[config.mk]
export PLATFORM = sky130hd
export DESIGN_NAME = mul_line_engine
export DESIGN_NICKNAME = d
export VERILOG_FILES = /design/src/rtl/mul_line_engine.sv
export SDC_FILE = /design/constraint.sdc
export NUM_CORES = 2
export LEC_CHECK = 0
export CAP_MARGIN = 30
export CORE_MARGIN = 1.5
export CORE_UTILIZATION = 40
export CTS_CLUSTER_DIAMETER = 40
export DETAILED_ROUTE_END_ITERATION = 12
export PLACE_DENSITY = 0.68
export RECOVER_POWER = 25
export SYNTH_ARGS = -nofsm -noshare
export SYNTH_HDL_FRONTEND = slang
export SYNTH_SLANG_ARGS = --single-unit
export TNS_END_PERCENT = 1
[constraint.sdc]
create_clock -name clk -period 15.8 [get_ports clk]
set_input_delay 3.16 -clock clk [delete_from_list [all_inputs] [get_ports clk]]
set_output_delay 3.16 -clock clk [all_outputs]
set_load 0.1 [all_outputs]
[src/rtl/mul_line_engine.sv]
// mul_line_engine: batch multiplier taking one 512-bit line of operand pairs and returning one result line
module mul_line_engine #(
    parameter int DATA_LEN       = 32,
    parameter int NUM_PAIRS      = 8,
    parameter int PIPELINE_STAGE = 2,
    parameter int CE_DIV         = 2
) (
    input  logic         clk,
    input  logic         reset,
    input  logic         flush,
    input  logic         in_valid,
    output logic         in_ready,
    input  logic [511:0] in_line,
    input  logic [4:0]   in_count,
    input  logic         in_signed,
    output logic         out_valid,
    input  logic         out_ready,
    output logic [511:0] out_line,
    output logic         busy
);
    localparam int DL = DATA_LEN;
    localparam int PS = PIPELINE_STAGE;
    localparam int CW = CE_DIV > 1 ? $clog2(CE_DIV) : 1;

    typedef enum logic [1:0] {IDLE, ISSUE, DRAIN, DONE} state_t;
    state_t state, state_n;

    logic [CW-1:0]           ce_cnt;
    logic                    ce, accept, capture, ovf;
    logic [511:0]            line_q;
    logic [4:0]              cnt_q, cap_cnt, cnt_in;
    logic                    sgn_q;
    logic [3:0]              iss_k;
    logic [NUM_PAIRS*DL-1:0] res_q;
    logic [15:0]             ovf_q;
    logic                    p_v    [PS];
    logic [3:0]              p_idx  [PS];
    logic [2*DL-1:0]         p_prod [PS];
    logic [DL-1:0]           op_a, op_b, lo, hi;
    logic [2*DL-1:0]         prod;

    assign ce        = ce_cnt == CW'(CE_DIV - 1);
    assign in_ready  = state == IDLE && !reset && !flush;
    assign accept    = in_valid && in_ready;
    assign cnt_in    = in_count > 5'(NUM_PAIRS) ? 5'(NUM_PAIRS) : in_count;
    assign op_a      = line_q[32'(iss_k) * 2 * DL +: DL];
    assign op_b      = line_q[(32'(iss_k) * 2 + 1) * DL +: DL];
    // Extending both operands to full width makes the truncated product correct for either signedness
    assign prod      = (sgn_q ? {{DL{op_a[DL-1]}}, op_a} : {{DL{1'b0}}, op_a})
                     * (sgn_q ? {{DL{op_b[DL-1]}}, op_b} : {{DL{1'b0}}, op_b});
    assign lo        = p_prod[PS-1][DL-1:0];
    assign hi        = p_prod[PS-1][2*DL-1:DL];
    assign ovf       = sgn_q ? hi != {DL{lo[DL-1]}} : hi != '0;
    assign capture   = ce && p_v[PS-1];
    assign out_valid = state == DONE;
    assign busy      = state != IDLE;
    assign out_line  = state == DONE ? 512'({res_q, ovf_q, 3'b0, cnt_q, 8'h01}) : '0;

    always_comb begin
        state_n = state;
        if (state == IDLE && accept) state_n = cnt_in == 5'd0 ? DONE : ISSUE;
        if (state == ISSUE && ce && {1'b0, iss_k} == cnt_q - 5'd1) state_n = DRAIN;
        if (state == DRAIN && capture && cap_cnt + 5'd1 == cnt_q) state_n = DONE;
        if (state == DONE && out_ready) state_n = IDLE;
    end

    always_ff @(posedge clk)
        state <= (reset || flush) ? IDLE : state_n;

    always_ff @(posedge clk) begin
        ce_cnt <= (reset || ce) ? '0 : ce_cnt + 1'b1;
        if (accept) begin
            line_q  <= in_line;
            cnt_q   <= cnt_in;
            sgn_q   <= in_signed;
            res_q   <= '0;
            ovf_q   <= '0;
            iss_k   <= '0;
            cap_cnt <= '0;
        end
        if (state == ISSUE && ce) iss_k <= iss_k + 1'b1;
        if (ce) begin
            p_v[0]    <= state == ISSUE;
            p_idx[0]  <= iss_k;
            p_prod[0] <= prod;
            for (int s = 1; s < PS; s++) begin
                p_v[s]    <= p_v[s-1];
                p_idx[s]  <= p_idx[s-1];
                p_prod[s] <= p_prod[s-1];
            end
        end
        if (capture) begin
            res_q[32'(p_idx[PS-1]) * DL +: DL] <= lo;
            ovf_q[p_idx[PS-1]]                 <= ovf;
            cap_cnt                            <= cap_cnt + 5'd1;
        end
        if (reset || flush) begin
            for (int s = 0; s < PS; s++) p_v[s] <= 1'b0;
            cap_cnt <= '0;
        end
    end
endmodule

# Word-level counts from Yosys, hierarchy flattened

Memories as Yosys holds them, arrays and structs flattened.
Index checks and enable logic that the tools add are counted.

Bits in latches: 0
Register bits: 802
Logic and storage cells: 84
Memory bits (writable): 138
Bits in read-only memories: 0
Input port bits: 523
Memories kept: 3

Memory list:

| name   | depth | bits a word | read ports | clocked after memory_dff | write ports | line | source |
|---|---|---|---|---|---|---|---|
| p_prod | 2     | 64          | 2          | 0                        | 2           | 38   | `logic [2*DL-1:0] p_prod [PS];` |
| p_idx  | 2     | 4           | 2          | 0                        | 2           | 37   | `logic [3:0] p_idx [PS];` |
| p_v    | 2     | 1           | 2          | 0                        | 2           | 36   | `logic p_v [PS];` |

$add $sub $neg: 6
Multiply operators: 1
Equal/unequal tests: 6
Reductions and logical operators: 23
Magnitude comparators: 3
Shift-type cells: 4
Bitwise gates (word level): 2
Div/mod/pow operators: 0
Multiplexer cells: 27

Operator list:

| kind                                                                       | count |
|---|---|
| 256-bit two-way mux                                                        | 2 |
| 512-bit by 11-bit variable part select with 32-bit output                  | 1 |
| 512-bit by 12-bit variable part select with 32-bit output                  | 1 |
| 288-bit two-way mux                                                        | 1 |
| 256-bit bitwise mux                                                        | 1 |
| 32-bit by 34-bit variable shift with 256-bit output (first input constant) | 1 |
| 32-bit by 34-bit variable part select with 256-bit output                  | 1 |
| 64-bit two-way mux                                                         | 2 |
| 64-bit by 64-bit multiplier with 64-bit output                             | 1 |
| 9-bit negation with 34-bit output                                          | 1 |
| 16-bit two-way mux                                                         | 2 |
| 32-bit inequality test                                                     | 1 |
| 32-bit nonzero test                                                        | 1 |
| 16-bit bitwise mux                                                         | 1 |
| 5-bit two-way mux                                                          | 3 |
| 1-bit logical AND                                                          | 11 |
| 1-bit two-way mux                                                          | 8 |
| 2-bit two-way mux                                                          | 4 |
| 4-bit two-way mux                                                          | 2 |
| 5-bit by 1-bit adder with 6-bit output (second input constant)             | 1 |
| 2-bit nonzero test                                                         | 3 |
| 5-bit by 1-bit adder with 5-bit output (second input constant)             | 1 |
| 4-bit by 5-bit == test with 1-bit output                                   | 1 |
| 5-bit == test                                                              | 1 |
| other kinds (16)                                                           | 20 |

# Depth between registers and ports, before layout

Depth after elaboration: 8
Gate-level depth with buffers: 41
Gate-level depth less buffers: 37

# Worst setup path after synthesis

OpenSTA, ideal clock, no wires.

Kind: input -> register
Start point: in reset
End point: reg cap_cnt[2]
Library setup time: 0.133 ns
Buffers on the path: 1
Arrival time: 16.535 ns
Stages: 8
Setup slack: -0.868 ns
Cell sequence: or2_2 > clkbuf_1 > nor2_1 > nand2_1 > inv_1 > nor2_1 > o21ai_0 > a21oi_1

Longest elaborated chain between the ends: 5

RTL lines:

| element                        | line | source |
|---|---|---|
| start, declared                | 9    | `input logic reset,` |
| 1-bit zero test                | 43   | `assign in_ready = state == IDLE && !reset && !flush;` |
| 1-bit logical AND (2 in a row) | 43   |  |
| named net in_ready             | 12   | `output logic in_ready,` |
| 1-bit logical AND              | 44   | `assign accept = in_valid && in_ready;` |
| named net accept               | 29   | `logic ce, accept, capture, ovf;` |
| 2-bit nonzero test (no line)   | --   |  |
| end signal, assigned           | 95   | `cap_cnt <= cap_cnt + 5'd1;` |
| end, declared                  | 31   | `logic [4:0] cnt_q, cap_cnt, cnt_in;` |

The timed path passes the listed nets, and every way through them passes these cells.
A chain may end at the register's enable or synchronous reset.

==> metrics.md <==
| Metric | Value |
|---|---|
| Outcome | `finished with violations` |
| Failing checks | `max-capacitance violations, max-slew violations` |
| Worst reg2reg endpoint | `p_prod[0][63]` |
| Antenna violations before repair | `between 50 and 60` |
| Min Clock Period, post-route | `~12,000 ps` |
| Clock tree buffer depth | `3` |
| Vias per std cell | `between 5 and 6` |
| Initial Util | `about two fifths` |
| Slew at the pin closest to its max-slew limit | `3990 ps` |
| Clock sinks | `940` |
| Final ANT Viol Nets | `0` |
| Setup repair bufs after CTS | `0` |
| Skew final | `122 ps` |
| Crit path max-delay family | `adder cells` |
| Largest net degree at the start of global routing | `between 150 and 200` |
| Setup TNS | `0 ps` |
| Final worst-path cycle share | `76.4%` |
| Crit Path Category | `register to register` |
| Fin nets | `between 10,000 and 15,000` |
| Port Buf Inserts | `~800` |
| P&R area growth vs syn | `19.3%` |
| Post-DP Area | `between 90,000 and 100,000 um2` |
| Fmax | `between 0.08 and 0.09 GHz` |
| Synth cell types | `69` |
| CP most frequent cell | `fa_1` |
| Hold path startpoint | `p_prod[0][5]` |
| Final GP Congestion | `just under 1` |
| Core ar. | `210,000 um2` |
| Reg-to-reg slack, setup | `between 3000 and 4000 ps` |
| LEAKAGE | `44.7 nW` |
| DR WL/cell | `24.7 um` |
| VDD IR max | `around 0.16 mV` |
| Finished layout cell area | `101,000 um2` |
| # setup viols final | `0` |
| Max_cap viols | `2` |
| GRT Residual Overflow | `0` |
| Slowest-stage cell, CP | `fa_1` |
| Worst path arrival time | `between 10,000 and 15,000 ps` |
| Clk slew on worst S/H paths | `approximately 50 ps` |
| Post-CTS sizing | `0` |
| Post-synthesis async set-or-reset flop share | `0%` |
| DP Wirelength | `around 230,000 um` |
| Worst skew pair latency | `about 840 ps` |
| Die width | `~460 um` |
| CTS Buf Count | `~150` |
| # DRC | `0` |
| Worst Reg-to-Reg Cells | `33` |
| H-tree levels | `4` |
| Post-synthesis sequential area ratio | `30.0%` |
| Mean post-synth cell area | `~11 um2` |
| CTS Root Cell | `clkbuf_16` |
| Mapped cell area | `around 85,000 um2` |
| DR pass1 iterations | `6` |
| EDFF count, synth | `roughly 660` |
| Crit path max fanout | `between 80 and 90` |
| Slew Viols, Final | `143` |
| Initial DRC count | `6,427` |
| Ranking of synthesized cells by area | `fa_1 (33%), edfxtp_1 (23%), inv_1 (6.8%)` |
| Site Rows | `about 170` |
| Die Ht | `about 460 um` |
| CP endpoint kind | `register` |
| Final Util | `about half` |
| Relative slew slack | `-166%` |
| Most used DFF post-synth | `edfxtp_1` |
| FF+latch count, synth | `940` |
| RSZ-0062 raised after global routing | `no` |
| Fraction of post-synthesis cell area in the top cell type by area | `33.5%` |
| Hold WS | `384 ps` |
| Pre-CTS WS | `approximately 3700 ps` |
| WP buf/inv | `8` |
| Synth area leader | `fa_1` |
| Total GRT Usage | `around a quarter` |
| Vias in the first global route | `approximately 63,000` |
| Yosys Warn Count | `0` |
| Worst EP required | `16,280 ps` |
| Hold buffers post-CTS | `0` |
| Worst r2r src | `iss_k[1]` |
| Min-Delay Path Class | `register to register` |
| Total wire length | `between 200,000 and 300,000 um` |
| Power per Cell Area | `between 100 and 150 nW/um2` |
| Critical Path Source Type | `register` |
| First-pass GRT wire length | `roughly 420,000 um` |
| Final worst setup slack | `around 3700 ps` |
| Cells after synthesis | `about 8,000` |
| Vias | `a little over 60,000` |
| Worst Hold Depth | `0` |
| CTS tree | `built` |
| WHS Endpoint | `p_prod[0][69]` |
| IO Pins | `slightly above 1,000` |
| Max incr delay on CP | `about 930 ps` |
| Die ar. | `~210,000 um2` |
| Fin. Hold Viols | `0` |
| Share of cells above drive strength 1 | `7.39%` |
synth_stat cells (245+ instances only):
| cell | number |
|---|---|
| buf_4 | 245 |
| inv_1 | 1533 |
| and3_1 | 285 |
| clkbuf_1 | 336 |
| dfxtp_1 | 282 |
| o21ai_0 | 304 |
| nand3_1 | 251 |
| fa_1 | 1417 |
| ha_1 | 319 |
| nor2_1 | 707 |
| nand2_1 | 668 |
| edfxtp_1 | 658 |
worst max path at each step:
stage	to	slack, ps	from	depth (start not counted)
2_1_floorplan	cnt_q[0]	3250	reset	5
3_3_place_gp	p_prod[0][63]	3930	iss_k[0]	36
3_5_place_dp	p_prod[0][63]	3730	iss_k[0]	34
4_1_cts	p_prod[0][63]	3690	iss_k[0]	34
5_1_grt	p_prod[0][63]	3090	iss_k[0]	34
6_report	p_prod[0][63]	3730	iss_k[1]	33
report_power, final:
group	total, W	internal (W)	switching (W)
logic	0.00664	0.00258	0.00406
clock network	0.00347	0.00215	0.00132
registers	0.00314	0.00304	0.000102
total	0.0133	0.00777	0.00548
kinds of logic after synthesis:
family	count (synthesis)	share of synthesized area, %
buf+inv	2211	11.0
simple gates	2155	11.5
fa+ha+maj	1736	38.2
flops	940	30.0
compound gates	644	4.46
mux	145	3.61
xor+xnor	124	1.28
other cells	1	0.00442
worst register-to-register path: cells and delay by family, from the launching register on:
kind	cells	cell delay (ps)
XOR/XNOR	1	150
flip-flops	1	660
buffers and inverters	8	1890
multiplexers	2	430
adder cells (fa/ha/maj)	11	5950
AO/OA/AOI/OAI	9	1560
AND/OR/NAND/NOR	2	1110
layer usage:
| metal | up-vias | routed length (um) | track usage, % |
|---|---|---|---|
| met5 | - | 274 | 0 |
| met4 | 34 | 12400 | 10.6 |
| met3 | 630 | 31400 | 7.54 |
| met2 | 3656 | 130000 | 41.8 |
| met1 | 30700 | 112000 | 34.2 |
| li1 | 25800 | - | - |
registers in the layout, indices dropped and copies added, names as in the netlist:
register  flops
state         2
iss_k         4
cap_cnt       5
cnt_q         5
ovf_q        16
line_q      512
p_idx         8
ce            1
sgn_q         1
p_v           2
res_q       256
p_prod      128
through the flow:
step	total power [W]	cells
after floorplan	0.00805	8190
after global placement	0.00971	11200
after detailed placement	0.00979	11300
after CTS	0.0133	11500
after global routing	0.0142	11600
final	0.0133	11600
layout by cell type, fill, tap and decap left out, types with 280 or more instances in the layout:
cell type and count:
inv_1 1532, fa_1 1417, nor2_1 702, nand2_1 664, edfxtp_1 658, clkdlybuf4s50_1 546
ha_1 319, o21ai_0 304, and3_1 284, dfxtp_1 280
area by class of cell:
type	instances	area (um2)
fill	18900	109000
multi-input combinational	5039	51000
tap	2805	3510
antenna	21	52.6
timing repair buffer	963	9870
clock buffer	162	3850
sequential	940	25400
clock inverter	107	1600
inverter	1534	5760
No activity file was read; power rests on OpenSTA's default activity.
